File: src/rtl/drv_audio_fifo_tx.sv
// ---------------------------------------------------------------------------
// drv_audio_fifo_tx
//
// Stereo playback sample buffer sitting directly in front of the WM8731 codec
// driver. The audio source pushes L/R frames over a valid/ready handshake. The
// codec driver sees a registered frame on o_dat and strobes i_ack once it has
// consumed that frame, which advances the buffer to the next frame.
//
// After reset or a clear, the buffer sits in PRIME until p_prime frames are
// stored. It then plays in RUN. An ack while RUN with nothing stored is an
// underrun: o_uflow is set (sticky) and the buffer returns to PRIME to re-prime.
//
// Build option:
//   DRV_AUDIO_FIFO_HOLD_EN - when defined, in PRIME and on underrun, o_dat
//                            repeats the last frame instead of going silent.
//                            Clear and reset always force silence.
//
// Ports:
//   i_clk    system clock
//   i_rst    asynchronous reset, active low
//   i_clr    synchronous flush, highest priority
//   i_dat    producer frame, [0]=left, [1]=right
//   i_vld    producer frame valid
//   o_rdy    buffer can accept a frame (not full)
//   o_dat    registered frame presented to the codec driver
//   i_ack    driver strobe: o_dat consumed, advance
//   o_lvl    frames stored, 0..p_depth
//   o_run    1 = RUN, 0 = PRIME
//   o_uflow  sticky underrun flag
// ---------------------------------------------------------------------------
module drv_audio_fifo_tx #(
  parameter int p_width = 16,
  parameter int p_depth = 16,
  parameter int p_prime = 8
) (
  input  logic                            i_clk,
  input  logic                            i_rst,
  input  logic                            i_clr,
  input  logic [1:0][p_width-1:0]         i_dat,
  input  logic                            i_vld,
  output logic                            o_rdy,
  output logic [1:0][p_width-1:0]         o_dat,
  input  logic                            i_ack,
  output logic [$clog2(p_depth):0]        o_lvl,
  output logic                            o_run,
  output logic                            o_uflow
);

  localparam int AW = $clog2(p_depth);
  localparam int LW = AW + 1;

  localparam logic [0:0] ST_PRIME = 1'b0;
  localparam logic [0:0] ST_RUN   = 1'b1;

  logic [1:0][p_width-1:0] mem [p_depth];

  logic [LW-1:0]           wr_ptr;
  logic [LW-1:0]           rd_ptr;
  logic [LW-1:0]           lvl;
  logic [LW-1:0]           lvl_next;
  logic [0:0]              state;
  logic [1:0][p_width-1:0] dat_q;
  logic [1:0][p_width-1:0] idle_dat;
  logic                    uflow_q;

  logic wr_en;
  logic ack_run;
  logic pop;
  logic underrun;
  logic prime_done;

  // Pointers carry one extra bit, so their plain difference is the fill level
  // and it stays correct across wrap-around.
  assign lvl   = wr_ptr - rd_ptr;
  assign o_lvl = lvl;
  assign o_rdy = (lvl != LW'(p_depth));

  assign wr_en    = i_vld & o_rdy;
  assign ack_run  = i_ack & (state == ST_RUN);
  assign pop      = ack_run & (lvl != '0);
  // An ack against an empty buffer is an underrun, even if a write lands in
  // the same cycle. There is no bypass path; the written frame is just stored.
  assign underrun = ack_run & (lvl == '0);

  assign lvl_next   = lvl + LW'(wr_en) - LW'(pop);
  assign prime_done = (state == ST_PRIME) & (lvl_next >= LW'(p_prime));

`ifdef DRV_AUDIO_FIFO_HOLD_EN
  assign idle_dat = dat_q;
`else
  assign idle_dat = '0;
`endif

  // Frame storage has no reset. Its contents are only observable through the
  // pointers, and those are reset. A clear discards a same-cycle write.
  always_ff @(posedge i_clk) begin
    if (wr_en && !i_clr) begin
      mem[wr_ptr[AW-1:0]] <= i_dat;
    end
  end

  // Pointers, state, the presented frame and the sticky flag. o_dat only
  // moves on an ack. It takes the head frame on a real pop. Otherwise it takes
  // the idle frame (silence, or the last frame when hold is enabled).
  always_ff @(posedge i_clk or negedge i_rst) begin
    if (!i_rst) begin
      wr_ptr  <= '0;
      rd_ptr  <= '0;
      state   <= ST_PRIME;
      dat_q   <= '0;
      uflow_q <= 1'b0;
    end else if (i_clr) begin
      wr_ptr  <= '0;
      rd_ptr  <= '0;
      state   <= ST_PRIME;
      dat_q   <= '0;
      uflow_q <= 1'b0;
    end else begin
      if (wr_en) begin
        wr_ptr <= wr_ptr + LW'(1);
      end
      if (pop) begin
        rd_ptr <= rd_ptr + LW'(1);
      end
      if (i_ack) begin
        dat_q <= pop ? mem[rd_ptr[AW-1:0]] : idle_dat;
      end
      if (underrun) begin
        uflow_q <= 1'b1;
        state   <= ST_PRIME;
      end else if (prime_done) begin
        state   <= ST_RUN;
      end
    end
  end

  assign o_dat   = dat_q;
  assign o_run   = (state == ST_RUN);
  assign o_uflow = uflow_q;

endmodule

File: config.mk
export PLATFORM = sky130hd
export DESIGN_NAME = drv_audio_fifo_tx
export DESIGN_NICKNAME = d
export VERILOG_FILES = /design/src/rtl/drv_audio_fifo_tx.sv
export SDC_FILE = /design/constraint.sdc
export NUM_CORES = 1
export LEC_CHECK = 0
export BUFFER_PORTS_ARGS = -buffer_cell sky130_fd_sc_hd__buf_2
export CORE_MARGIN = 5
export CORE_UTILIZATION = 55
export DETAILED_ROUTE_END_ITERATION = 10
export GPL_TIMING_DRIVEN = 0
export HOLD_SLACK_MARGIN = 0.1
export PLACE_DENSITY_LB_ADDON = 0.12
export SETUP_SLACK_MARGIN = 0.15
export SYNTH_ARGS = -nofsm -noshare
export SYNTH_HDL_FRONTEND = slang
export SYNTH_SLANG_ARGS = --single-unit
File: constraint.sdc
create_clock -name i_clk -period 5.25 [get_ports i_clk]
set_clock_uncertainty 0.1 [all_clocks]
set_input_delay 0.2625 -clock i_clk [delete_from_list [all_inputs] [get_ports i_clk]]
set_output_delay 0.2625 -clock i_clk [all_outputs]
set_load 0.05 [all_outputs]
Yosys cells after proc, flatten, opt, wreduce, memory -nomap -nowiden:

Memories as Yosys holds them, arrays and structs flattened.
Cells that the tools add are included.

* reduce and logical (&&, ||, !) cells: 9
* multipliers: 0
* equality and inequality tests: 1
* multiplexer cells: 14
* shift operators: 0
* order comparisons: 1
* bitwise gates (word level): 6
* div/mod/pow operators: 0
* add/sub/neg operators: 5

Operators with widths (count)
* $mux 32: 3
* $mux 5: 4
* $add 5x1->5 const B: 2
* $reduce_bool 2->1: 4
* $mux 1: 7
* $add 5x1->5: 1
* $and 1x1->1: 5
* $ge 5x4->1 const B: 1
* $logic_not 5->1: 1
* $ne 5x5->1 const B: 1
* $reduce_bool 5->1: 1
* $sub 5x1->5: 1
* $sub 5x5->5: 1
* $reduce_bool 3->1: 1
* $logic_and 1x1->1: 1
* $logic_not 1->1: 1
* $not 1->1: 1

* bits in latches: 0
* register bits: 44
* memories: 1
* output and inout port bits: 40
* memory bits (read-only): 0
* input port bits: 37
* RAM bits: 512

Memories
* mem: words 16, bits a word 32, read ports 1, clocked after memory_dff 0, wr ports 1, RTL line 55 `logic [1:0][p_width-1:0] mem [p_depth];`

Longest topological paths before layout:

* depth after elaboration: 10
* gate-level depth with buffers: 24
* mapped depth without buffers: 20

Least setup slack after synthesis:

OpenSTA, ideal clock, no wires.

* kind: register -> register
* start: register rd_ptr[1]
* end: register state, in the netlist o_run
* slack: -0.047 ns
* required time: 5.014 ns
* library setup time: 0.136 ns
* stages on the path, launching flop included: 25
* arrival: 5.061 ns
* cell sequence: dfrtp_1 clkbuf_1 clkbuf_1 clkbuf_1 inv_1 ha_1 nor2b_1 o21a_1 nor3_1 or2_2 ha_1 nand3_1 o31ai_2 inv_2 clkbuf_1 ha_1 inv_1 ha_1 inv_1 fa_1 nor2b_1 o21bai_1 a211o_1 a2111oi_0 nor4b_1

* longest elaborated chain between the ends: 8
* elaborated cells on any way between the ends: 14

Ends and longest elaborated chain
* from (decl): RTL line 58 `logic [LW-1:0] rd_ptr;`
* from (signal assigned): RTL line 123 `rd_ptr <= rd_ptr + LW'(1);`
* $sub 5x5->5 (*): RTL line 74 `assign lvl = wr_ptr - rd_ptr;`
* $ne 5x5->1: RTL line 76 `assign o_rdy = (lvl != LW'(p_depth));`
* $and 1x1->1: RTL line 78 `assign wr_en = i_vld & o_rdy;`
* $add 5x1->5: RTL line 85 `assign lvl_next = lvl + LW'(wr_en) - LW'(pop);`
* $sub 5x1->5: RTL line 85
* $ge 5x4->1: RTL line 86 `assign prime_done = (state == ST_PRIME) & (lvl_next >= LW'(p_prime));`
* $and 1x1->1: RTL line 86
* $reduce_bool 3->1 (no source line)
* to (signal assigned): RTL line 109 `state <= ST_PRIME;`
* to (signal assigned): RTL line 115 `state <= ST_PRIME;`
* to (signal assigned): RTL line 130 `state <= ST_PRIME;`
* to (decl): RTL line 61 `logic [0:0] state;`

Mark *: on every way between the ends. The rest lies on a longest branch, timed or not.
A chain may end at the register's enable or synchronous reset.

Worst setup path after layout:

Ends and elaborated chain as after synthesis.

==> impl_metrics.csv <==
group,metric,value,unit
finish,diodes,0,
detailed_routing,ant_nets,0,
finish,fillers,2515,
hold_path,hp-class,"in2async",
timing,max_slew_margin,20.97,%
pwr,leakagePower,8.224,nW
critical_path,cpMostUsedCell,"ha_1",
critical_path,crit_type,"reg2reg",
synth,synth_top_area_cell,"edfxtp_1",
finish,post-route-util,64.99,%
synth,yosysSeqAreaShare,76.56,%
place,dp_hpwl,28.40,mm
clocking,numCtsBuffers,54,
pwr,power,0.01111,W
synth,synth.area.top_cells,"edfxtp_1, mux4_2, dfrtp_1",
finish,fin_nets,1157,
critical_path,crit_path_cell_trace,"buf_4, buf_8, buf_12, inv_1, ha_1, nor2b_1, o21a_1, nor3_4, or2_4, ha_1, nand3_4, o31ai_4, clkinv_4, ha_1, inv_1, ha_1, inv_1, fa_1, nor2b_1, o21bai_1, a211o_1, a2111oi_2, nor4b_1",
detailed_routing,totalWireLength,48.61,mm
timing,tightestPinTransition,1.186,ns
timing,final-setup-viol-count,0,
die,start_util,55.68,%
finish,area_growth,16.72,%
clocking,clock_latency,0.60,ns
synth,synth_edf_count,512,
clocking,clk_pin_slew,0.06,ns
critical_path,cp_top_family,"compound AO/OA/AOI/OAI gates",
synth,synth.avg_cell_area,23.47,um2
clocking,cts_sinks,556,
detailed_routing,drc,0,
synth,ys_async_sr_fraction,7.914,%
critical_path,crit_path_top_delay_cell,"dfrtp_1",
global_routing,gr-total-overflow,0,
timing,finalHoldViolCount,0,
synth,synth.top_cell.area_share,71.45,%
detailed_routing,initialDrtViolationCount,1078,
place,io_buffers,76,
detailed_routing,via_count,10400,
critical_path,rr_endpoint,"o_run",
critical_path,r2r_slack,0.46,ns
synth,syn_inst,917,
synth,synth_common_cells,"edfxtp_1, mux4_2, dfrtp_1, a32o_1, clkbuf_1",
critical_path,path_max_fanout,10,
place,gp_congestion,0.7472,
finish,multi_input_area,4780,um2
global_routing,grt_usage,22.75,%
timing,period_minus_slack,4.794,ns
timing,setup_tns,0,ns
die,core-area,38650,um2
synth,ys.warnings.count,0,
finish,finalNonFillerCells,1666,
global_routing,grt_max_degree,45,
detailed_routing,vias_per_cell,6.245,
place,place_inst,1527,
clocking,root_buffer,"clkbuf_16",
clocking,cts_tree,"yes",
critical_path,critPathBufInv,7,
global_routing,antenna_found_initial,0,
clocking,htree_levels,2,
flow_run,drv_cap,0,
pwr,ir_worst_vdd,0.2700,mV
detailed_routing,wire_per_inst,29.18,um
timing,fmax,208.6,MHz
global_routing,grt_pass1_vias,10550,
outcome,status,"completed",
clocking,cts_buffer_depth,3,
die,dieHeight,207.8,um
detailed_routing,firstDrtPassIters,7,
die,io_pins,77,
critical_path,r2r_start,"rd_ptr[1]",
critical_path,cp-end-kind,"register",
finish,seqCellArea,16480,um2
synth,synth_nets,971,
die,rows,72,
synth,synth.cell_area,21520,um2
critical_path,cp_slowest_stage_delay,0.39,ns
synth,synth_most_common_cell,"edfxtp_1",
die,die_area,43180,um2
synth,synth.distinct_cells,41,
critical_path,crit_path_start_kind,"register",
die,fp.dieW,207.8,um
timing,hold_ws,0.1908,ns
finish,drive_above_1_share,33.36,%
critical_path,worstPathRequired,5.61,ns
synth,ys_ff_latch,556,
timing,timing.final.crit_share,91.31,%
critical_path,arrival,5.15,ns
synth,synth-main-ff-cell,"edfxtp_1",
timing,rsz0062_at_grt,"no",
critical_path,rr_worst_depth,23,
pwr,p_per_area,442.3,nW/um2
timing,drv_slew,0,
global_routing,grt_pass1_wl,71.59,mm
-- flip-flops by register name, indices dropped and copies added, names as in the netlist --
name,count
mem,512
o_dat,32
rd_ptr,5
wr_ptr,5
o_run,1
o_uflow,1
-- layer usage --
layer	GRT usage, %	vias to the layer above	routed length [um]
li1	-	4313	-
met5	0	-	0
met2	34.91	458	23170
met4	5.934	0	1039
met3	4.473	61	4027
met1	34.45	5572	20370
-- logic make-up after synthesis --
group	share of synthesized area, %
xor gates and xnor gates	0.2035
muxes	16.94
buffers and inverters	1.552
AOI/OAI and AO/OA	2.361
and+or+nand+nor	1.326
adders and majority gates	1.058
DFF	76.56
-- layout make-up --
type                    count  share of cell area, %
flip-flops and latches    556                  65.59
multi-input cells         295                  19.03
repair buffers            133                  4.384
clock inverters            29                 0.9265
well taps                 518                  2.580
plain buffers              45                  1.146
clock buffers              72                  6.052
inverters                  18                 0.2889
-- cells in the final DEF, fill, tap and decap left out, drive strengths merged, types with 9 or more instances in the layout --
master,instances
ha,15
nor2,9
buf,114
dfrtp,44
edfxtp,512
clkbuf,100
mux4,160
dlygate4sd3,36
and3,10
clkinv,22
inv,17
a32o,32
-- worst register-to-register path, stage by stage, from the launching register on --
cell       delay [ns]
dfrtp_1          0.39
buf_4            0.17
buf_8            0.15
buf_12           0.15
inv_1            0.10
ha_1             0.23
nor2b_1          0.14
o21a_1           0.22
nor3_4           0.17
or2_4            0.16
ha_1             0.18
nand3_4          0.14
o31ai_4          0.37
clkinv_4         0.13
ha_1             0.28
inv_1            0.05
ha_1             0.15
inv_1            0.06
fa_1             0.39
nor2b_1          0.12
o21bai_1         0.09
a211o_1          0.33
a2111oi_2        0.30
nor4b_1          0.09
-- worst max path at each step --
stage	startpoint	endpoint	slack (ns)	cells after the start
floorplan	rd_ptr[1]	o_run	0.16	24
global placement	rd_ptr[1]	o_run	-1.02	24
detailed placement	rd_ptr[1]	o_run	-1.15	24
CTS	rd_ptr[1]	o_run	0.17	23
global route	rd_ptr[1]	o_run	0.17	23
finish	rd_ptr[1]	o_run	0.46	23
-- metrics by stage --
stage / instance area (um2) / setup WS (ns)
global placement: 22560 / -1.023
floorplan: 21530 / 0.1637
finish: 25120 / 0.4564
CTS: 25050 / 0.1710
detailed placement: 22900 / -1.145
global route: 25120 / 0.1708
-- power breakdown --
group / switching, W / total (W) / leakage [nW] / internal (W)
logic: 0.00126 / 0.00230 / 2.15 / 0.00104
clock network: 0.00161 / 0.00379 / 0.851 / 0.00218
registers: 0.0000606 / 0.00502 / 5.22 / 0.00496
-- repair_timing --
item | CTS | global route
setup endpoints to repair | 22 | 1
hold endpoints to repair | 562 | 0
pin swaps | 2 | 3
buffers inserted | 2 | 3
resized for setup | 11 | 13
hold buffers | 36 | 0
(Power assumes the default switching activity.)
